File: src/rtl/spwm_cordic_sched_if.sv
// Request/result link between the SPWM scheduler (master) and a shared pipelined CORDIC (slave).
interface spwm_cordic_sched_if;
    logic [19:0]        cordic_z;
    logic               cordic_issue;
    logic signed [16:0] cordic_x;

    modport master (output cordic_z, output cordic_issue, input cordic_x);
    modport slave  (input cordic_z, input cordic_issue, output cordic_x);
endinterface

File: src/rtl/spwm_cordic_sched.sv
// Time-shares one pipelined CORDIC across NCH SPWM phase channels and double-buffers
// the biased results so the duties only change at a PWM counter wrap.
module spwm_cordic_sched #(
    parameter int NCH = 3,
    parameter int LAT = 16
) (
    input  logic                clk,
    input  logic                rst_n,
    input  logic                enable,
    input  logic [15:0]         increment,
    input  logic [19:0]         phase_off_1,
    input  logic [19:0]         phase_off_2,
    input  logic                period_start,
    input  logic                overrun_clr,
    spwm_cordic_sched_if.master cordic,
    output logic [17:0]         duty0,
    output logic [17:0]         duty1,
    output logic [17:0]         duty2,
    output logic                duty_update,
    output logic                busy,
    output logic                overrun
);
    localparam int TW = (NCH > 1) ? $clog2(NCH) : 1;
    localparam logic [TW-1:0] LAST_CH = TW'(NCH - 1);
    localparam logic [17:0] MID = 18'h10000;

    typedef enum logic [1:0] {IDLE, ISSUE, WAIT, READY} state_t;

    state_t         state;
    state_t         state_nx;
    logic [19:0]    acc;
    logic [19:0]    offset;
    logic [TW-1:0]  chan;
    logic [LAT-1:0] pipe_vld;
    logic [TW-1:0]  pipe_tag [LAT];
    logic [17:0]    shadow [NCH];
    logic [17:0]    duty [NCH];
    logic           commit;
    logic           cap_last;

    always_comb begin
        offset = '0;
        if (chan == TW'(1))      offset = phase_off_1;
        else if (chan == TW'(2)) offset = phase_off_2;
    end

    // WAIT ends on the capture of the last channel's tag, not on a cycle count
    assign cap_last = pipe_vld[LAT-1] && (pipe_tag[LAT-1] == LAST_CH);

    always_comb begin
        state_nx = state;
        commit   = 1'b0;
        case (state)
            IDLE:  if (enable) state_nx = ISSUE;
            ISSUE: if (chan == LAST_CH) state_nx = WAIT;
            WAIT:  if (cap_last) state_nx = READY;
            READY: begin
                if (period_start) begin
                    commit   = 1'b1;
                    state_nx = enable ? ISSUE : IDLE;
                end else if (!enable) begin
                    state_nx = IDLE;
                end
            end
            default: state_nx = IDLE;
        endcase
    end

    assign cordic.cordic_issue = (state == ISSUE);
    assign cordic.cordic_z     = (state == ISSUE) ? acc + offset : '0;
    assign duty_update         = commit;
    assign busy                = (state == ISSUE) || (state == WAIT);
    assign duty0               = duty[0];
    assign duty1               = duty[1];
    assign duty2               = duty[2];

    always_ff @(posedge clk or negedge rst_n) begin
        if (!rst_n) begin
            state <= IDLE;
            chan  <= '0;
            acc   <= '0;
        end else begin
            state <= state_nx;
            chan  <= (state == ISSUE) ? chan + TW'(1) : '0;
            if (commit) acc <= acc + {4'd0, increment};
        end
    end

    // Tag pipeline mirrors the CORDIC latency so each result finds its channel
    always_ff @(posedge clk or negedge rst_n) begin
        if (!rst_n) begin
            pipe_vld <= '0;
            for (int i = 0; i < LAT; i++) pipe_tag[i] <= '0;
        end else begin
            pipe_vld[0] <= (state == ISSUE);
            pipe_tag[0] <= chan;
            for (int i = 1; i < LAT; i++) begin
                pipe_vld[i] <= pipe_vld[i-1];
                pipe_tag[i] <= pipe_tag[i-1];
            end
        end
    end

    always_ff @(posedge clk or negedge rst_n) begin
        if (!rst_n) begin
            for (int i = 0; i < NCH; i++) begin
                shadow[i] <= MID;
                duty[i]   <= MID;
            end
        end else begin
            if (pipe_vld[LAT-1])
                shadow[pipe_tag[LAT-1]] <= {cordic.cordic_x[16], cordic.cordic_x} + MID;
            if (commit)
                for (int i = 0; i < NCH; i++) duty[i] <= shadow[i];
        end
    end

    // A wrap that arrives while results are still in flight is a sticky overrun
    always_ff @(posedge clk or negedge rst_n) begin
        if (!rst_n)                   overrun <= 1'b0;
        else if (period_start && busy) overrun <= 1'b1;
        else if (overrun_clr)         overrun <= 1'b0;
    end
endmodule
File: src/flat_wrapper.sv
// flat-port wrapper written by rule: the top's interface ports become plain ports
module spwm_cordic_sched_flat 
#(
    parameter int NCH = 3,
    parameter int LAT = 16
)
  (clk, rst_n, enable, increment, phase_off_1, phase_off_2, period_start, overrun_clr, duty0, duty1, duty2, duty_update, busy, overrun, cordic_cordic_z, cordic_cordic_issue, cordic_cordic_x);
  spwm_cordic_sched_if cordic_i ();
  input  logic clk;
  input  logic rst_n;
  input  logic enable;
  input  logic [15:0] increment;
  input  logic [19:0] phase_off_1;
  input  logic [19:0] phase_off_2;
  input  logic period_start;
  input  logic overrun_clr;
  output logic [17:0] duty0;
  output logic [17:0] duty1;
  output logic [17:0] duty2;
  output logic duty_update;
  output logic busy;
  output logic overrun;
  output wire logic [$bits(cordic_i.cordic_z)-1:0] cordic_cordic_z;
  output wire logic [$bits(cordic_i.cordic_issue)-1:0] cordic_cordic_issue;
  input wire logic [$bits(cordic_i.cordic_x)-1:0] cordic_cordic_x;
  assign cordic_cordic_z = cordic_i.cordic_z;
  assign cordic_cordic_issue = cordic_i.cordic_issue;
  assign cordic_i.cordic_x = cordic_cordic_x;
  spwm_cordic_sched #(.NCH(NCH), .LAT(LAT)) u_core (.clk(clk), .rst_n(rst_n), .enable(enable), .increment(increment), .phase_off_1(phase_off_1), .phase_off_2(phase_off_2), .period_start(period_start), .overrun_clr(overrun_clr), .cordic(cordic_i), .duty0(duty0), .duty1(duty1), .duty2(duty2), .duty_update(duty_update), .busy(busy), .overrun(overrun));
endmodule
File: config.mk
export PLATFORM = sky130hd
export DESIGN_NAME = spwm_cordic_sched_flat
export DESIGN_NICKNAME = d
export VERILOG_FILES = /design/src/rtl/spwm_cordic_sched_if.sv /design/src/rtl/spwm_cordic_sched.sv /design/src/flat_wrapper.sv
export SDC_FILE = /design/constraint.sdc
export NUM_CORES = 1
export LEC_CHECK = 0
export CAP_MARGIN = 30
export CORE_MARGIN = 2
export CORE_UTILIZATION = 52
export CTS_BUF_LIST = sky130_fd_sc_hd__clkbuf_8 sky130_fd_sc_hd__clkbuf_16
export DETAILED_ROUTE_END_ITERATION = 12
export PLACE_DENSITY = 0.76
export SLEW_MARGIN = 20
export SYNTH_ARGS = -nofsm -noshare
export SYNTH_HDL_FRONTEND = slang
export SYNTH_SLANG_ARGS = --single-unit
File: constraint.sdc
create_clock -name clk -period 4.5 [get_ports clk]
set_input_delay 0.675 -clock clk [delete_from_list [all_inputs] [get_ports clk]]
set_output_delay 0.675 -clock clk [all_outputs]
set_load 0.05 [all_outputs]
Word level (Yosys, flattened, before mapping)
Cells that the tools add are included.
{"block": "totals", "ff_bits": 181, "word_cells": 69, "output_inout_bits": 78}
{"block": "classes", "n_mux": 18, "add_sub_neg": 4, "reduce_logical": 7, "n_lt_le_gt_ge": 2, "bitwise_logic": 1, "n_eq_ne": 10}
{"op": "2-to-1 mux 20 bit", "n": 3}
{"op": "bitwise mux 54 bit", "n": 1}
{"op": "demux 18 bit (select 2 bit)", "n": 1}
{"op": "adder 20 x 16 -> 20 bit", "n": 1}
{"op": "adder 20 bit", "n": 1}
{"op": "adder 18 x 17 -> 18 bit, second input constant", "n": 1}
{"op": "2-to-1 mux 18 bit", "n": 1}
{"op": "2-to-1 mux 2 bit", "n": 6}
{"op": "== test 2 bit, second input constant", "n": 4}
{"op": "one-hot mux 2 bit (4 select lines)", "n": 1}
{"op": "2-to-1 mux 1 bit", "n": 5}
{"op": "== test 2 x 1 -> 1 bit, second input constant", "n": 2}
{"op": "!= test 2 x 1 -> 1 bit, second input constant", "n": 2}
{"op": "AND reduction 4 bit", "n": 1}
{"op": "greater-or-equal comparator 3 bit, second input constant", "n": 1}
{"op": "logical AND 1 bit", "n": 3}
{"op": "< comparator 3 x 1 -> 1 bit, second input constant", "n": 1}
{"op": "!= test 3 bit, second input constant", "n": 1}
{"op": "NOT 2 -> 3 bit", "n": 1}
{"op": "adder 2 x 1 -> 2 bit, second input constant", "n": 1}
{"op": "logical NOT 2 bit", "n": 1}
{"op": "!= test 2 bit, second input constant", "n": 1}
{"op": "nonzero test 2 bit", "n": 1}
{"op": "logical OR 1 bit", "n": 1}

Longest topological paths before layout
{"block": "depth", "depth_word": 6, "mapped_depth": 15}

Worst setup path after synthesis
No wires, ideal clock.
{"block": "synth_path", "path_kind": "register -> output", "startpoint": "register u_core.chan[1]", "endpoint": "output port cordic_cordic_z[10]", "t_required_ps": 3825, "path_stages_with_launch": 15, "path_buffers": 2, "path_slack_ps": 154, "t_arrival_ps": 3671, "cell_sequence": "dfrtp_1 > inv_1 > ha_1 > clkbuf_1 > clkbuf_1 > nand2_1 > o21ai_0 > ha_1 > inv_1 > fa_1 > nand3b_2 > a211oi_2 > o31a_2 > nor2_1 > nor3b_1"}
{"block": "synth_between", "elab_chain_len": 5, "word_cells_on_any_way": 6, "classes_between": "add/sub: 1; eq/ne: 2; mux: 3"}
{"item": "from (decl)", "line_no": "spwm_cordic_sched.sv:33", "rtl": "logic [TW-1:0] chan;"}
{"item": "from (signal assigned)", "line_no": "spwm_cordic_sched.sv:84", "rtl": "chan <= (state == ISSUE) ? chan + TW'(1) : '0;"}
{"item": "== test 2 bit", "line_no": "spwm_cordic_sched.sv:44", "rtl": "else if (chan == TW'(2)) offset = phase_off_2;"}
{"item": "2-to-1 mux 20 bit", "line_no": "spwm_cordic_sched.sv:44"}
{"item": "2-to-1 mux 20 bit *", "line_no": "spwm_cordic_sched.sv:43", "rtl": "if (chan == TW'(1)) offset = phase_off_1;"}
{"item": "adder 20 bit *", "line_no": "spwm_cordic_sched.sv:70", "rtl": "assign cordic.cordic_z = (state == ISSUE) ? acc + offset : '0;"}
{"item": "2-to-1 mux 20 bit *", "line_no": "spwm_cordic_sched.sv:70"}
{"item": "to (decl)", "line_no": "flat_wrapper.sv:23", "rtl": "output wire logic [$bits(cordic_i.cordic_z)-1:0] cordic_cordic_z;"}
Mark *: on every way between the ends. The rest lies on a longest branch, timed or not.

Final worst setup path
{"block": "layout_path", "startpoint": "register u_core.chan[0]", "endpoint": "output port cordic_cordic_z[5]"}
Same word-level chain as after synthesis.

==> results.md <==
* Crit path max fanout at 16
* Post-synthesis simple-gate area fraction at 16.13%
* Area grow syn2layout at 31.05%
* FF-to-FF End: u_core.acc[12]$_DFFE_PN0P_
* Pin count of the biggest net entering global routing at 73
* GR Overflow Total at 0
* Initial core utilization at 53.60%
* CTS clk-pin slew, worst paths at 0.07 ns
* Mux contribution to synthesized area at 7.316%
* First-pass GRT wire length at 29.45 mm
* Filler cells at 1177
* FF-to-FF Start: u_core.acc[0]$_DFFE_PN0P_
* Die ar. at 16810 um2
* VDD IR max at 0.0004225 V
* Min-delay worst type: input pin to async pin
* Ys async rst share at 100.0%
* CP Capture Type: output pin
* Initial drt markers at 429
* CTS tree: yes
* Clock latency on the worst-skew pair at 0.43 ns
* Setup tns final at 0 ns
* Detail Route Antenna Nets at 0
* Final hold vios at 0
* Critical Path AT at 3.63 ns
* Post-synth EDFFs at 0
* PwrDens at 795.5 nW/um2
* Final antenna diode count at 0
* Register-to-register setup slack at 1.99 ns
* Post-synthesis register bit count at 175
* CP Class: flop to output pin
* Port Buffers at 152
* Worst slew pin tran at 0.6348 ns
* Slew margin rel. at 57.53%
* Core Util, Final at 70.25%
* Clock Tree Buf Depth at 2
* Avg WL per Cell at 15.25 um
* Share of the synthesized area in the top cell type at 51.52%
* Startpoint Class: flop
* Final-report max-slew violation count at 0
* Share of post-route cells with drive strength above 1 at 13.87%
* Std cell rows at 45
* RSZ-0062 raised after global routing: false
* Mapped Cells at 800
* Area of placed instances at 10060 um2
* DRC Markers at 0
* Initial antenna violation count at 0
* Final Cycle Share at 95.62%
* Synth Area in Compound Gates at 10.56%
* Nets at 1076
* Die W at 129.6 um
* Post-route minimum period at 4.303 ns
* Outcome: completed
* TritonCTS Buffers at 17
* Final setup violation count at 0
* Number of vias per cell at 5.226
* Clock sinks at 175
* Synth Area per Inst at 10.26 um2
* # IOs at 156
* Final Cell Area at 10760 um2
* Pleak at 4.978 nW
* Adder-cell area share of the yosys netlist at 7.042%
* Area contributors post-synth: dfrtp_1 52%, nand2_1 11%, mux2_2 6.6%, ha_1 6.6%, o21ai_0 2.6%
* Leading area contributor after synthesis: dfrtp_1
* Worst endpoint required time at 3.83 ns
* Vias at 6151
* Ys Warns at 0
* GRT Util Overall at 22.39%
* Die Y at 129.6 um
* Tot Pwr at 8.557 mW
* Post-Syn Area at 8209 um2
* Post-Synth XOR/XNOR Area at 2.667%
* Core area at 15310 um2
* Worst Skew at 0.009612 ns
* Hpwl dp at 12.73 mm
* H-tree depth at 4
* Synth cell types at 66
* Drt total wl at 17.95 mm
* Sequential cell area at 4388 um2
* TritonRoute pass-1 iters at 5
* CTS Hold Bufs at 0
* Register area share after synthesis at 53.44%
* Fmax at 232.4 MHz
* Clock root buffer: clkbuf_16
* Largest family of logic cells by synthesized area: simple AND/OR/NAND/NOR gates
* Worst r2r path cells at 9
* Vias in the first global route at 5957
* GP Congestion at 0.8877
* Main synth FF type: dfrtp_1
* Max_cap viols at 0
* Area taken by multi-input logic gates at 3652 um2
cells by family after synthesis:
family	Yosys count
buf+inv	57
flops	175
fa+ha+maj	45
compound gates	134
other cells	1
mux	54
xor+xnor	25
simple gates	309
cells in the final DEF (no fill, tap or decap), types with 6 or more instances in the layout:
master | Yosys | final
nand2_1 | 233 | 232
dfrtp_1 | 169 | 168
clkdlybuf4s50_1 | 0 | 136
mux2_2 | 48 | 48
ha_1 | 43 | 41
o21ai_0 | 42 | 39
a21oi_1 | 34 | 34
inv_1 | 24 | 24
nor2_1 | 18 | 18
clkbuf_16 | 0 | 17
xnor2_1 | 14 | 14
and2_1 | 12 | 12
buf_4 | 3 | 12
xor2_1 | 11 | 11
buf_12 | 0 | 11
nand3_1 | 8 | 7
o21ai_1 | 3 | 6
a31oi_1 | 6 | 6
nor2b_1 | 6 | 6
o211ai_1 | 6 | 6
nor3_1 | 6 | 6
dfstp_2 | 6 | 6
per-stage QoR:
stage	hold WS (ns)	setup WS, ns	cells
floorplan	0.3312	0.1542	802
global placement	0.3322	0.3163	1140
detailed placement	0.3347	0.2479	1142
CTS	0.1855	0.02880	1174
global route	0.2028	0.01529	1177
finish	0.1817	0.1970	1177
worst max-delay path by stage:
stage | start | end | cells past startpoint
after floorplan | u_core.chan[1]$_DFF_PN0_ | cordic_cordic_z[10] | 14
after global placement | phase_off_2[0] | cordic_cordic_z[16] | 13
after detailed placement | phase_off_2[0] | cordic_cordic_z[16] | 13
after CTS | u_core.chan[1]$_DFF_PN0_ | cordic_cordic_z[18] | 13
after global routing | u_core.chan[0]$_DFF_PN0_ | cordic_cordic_z[16] | 13
final | u_core.chan[0]$_DFF_PN0_ | cordic_cordic_z[5] | 12
power by group:
group / internal (mW) / switching, mW / leakage, nW
clock network: 0.839 / 0.636 / 0.292
logic: 1.71 / 2.66 / 2.52
registers: 2.30 / 0.405 / 2.17
total: 4.85 / 3.70 / 4.98
critical path: stages (launching register included):
cell and delay [ns]:
dfrtp_2 0.44, inv_1 0.11, ha_4 0.19, buf_6 0.18, nand2_1 0.07, o21ai_1 0.22, ha_1 0.34, a21oi_1 0.15
o21ai_0 0.17, a21oi_1 0.25, xnor2_1 0.14, and2_1 0.14, clkdlybuf4s50_1 0.80
sequential cells by signal, summed over array words and instances, names as in the netlist:
name,count
u_core.duty2,17
u_core.state,2
u_core.pipe_vld,16
u_core.acc,20
u_core.pipe_tag,32
u_core.overrun,1
u_core.shadow,51
u_core.duty0,17
u_core.duty1,17
u_core.chan,2
layer usage:
| metal | track usage, % | share of wire [%] |
|---|---|---|
| met5 | 0 | 0 |
| met4 | 5.693 | 0.94 |
| met3 | 6.111 | 6.7 |
| met2 | 35.26 | 46 |
| met1 | 31.06 | 46 |
Yosys cell counts, types with 2 or more instances:
master,instances
fa_1,2
nor2b_1,6
mux2_2,48
nand4_1,3
o2111ai_1,3
inv_1,24
or4_1,3
nand2b_1,5
mux2i_1,6
o21bai_1,4
o21ai_1,3
clkbuf_1,22
nand2_1,233
nor3_1,6
a211oi_1,2
xor2_1,11
a21oi_1,34
a21o_1,4
o31ai_1,2
o31ai_2,2
buf_1,4
dfstp_2,6
nor2_1,18
o21a_1,5
xnor2_1,14
a31oi_1,6
and2_1,12
nand3b_1,4
o21ai_0,42
dfrtp_1,169
buf_2,4
o211ai_1,6
nand3_1,8
a221o_1,2
buf_4,3
o22ai_1,2
ha_1,43
timing repair:
| item | CTS | global route |
|---|---|---|
| setup buffers | 0 | 2 |
| setup endpoints to repair | 2 | 9 |
| pin swaps | 0 | 3 |
| gates resized for setup | 1 | 13 |
final cells by class:
class                           count  area share, %
Clock buffer                       17          3.954
Clock inverter                     15          1.663
Inverter                           24         0.8374
Multi-Input combinational cell    570          33.95
Sequential cell                   175          40.79
Tap cell                          211          2.454
Timing Repair Buffer              165          16.35
Power figures use the tool's default switching activity.
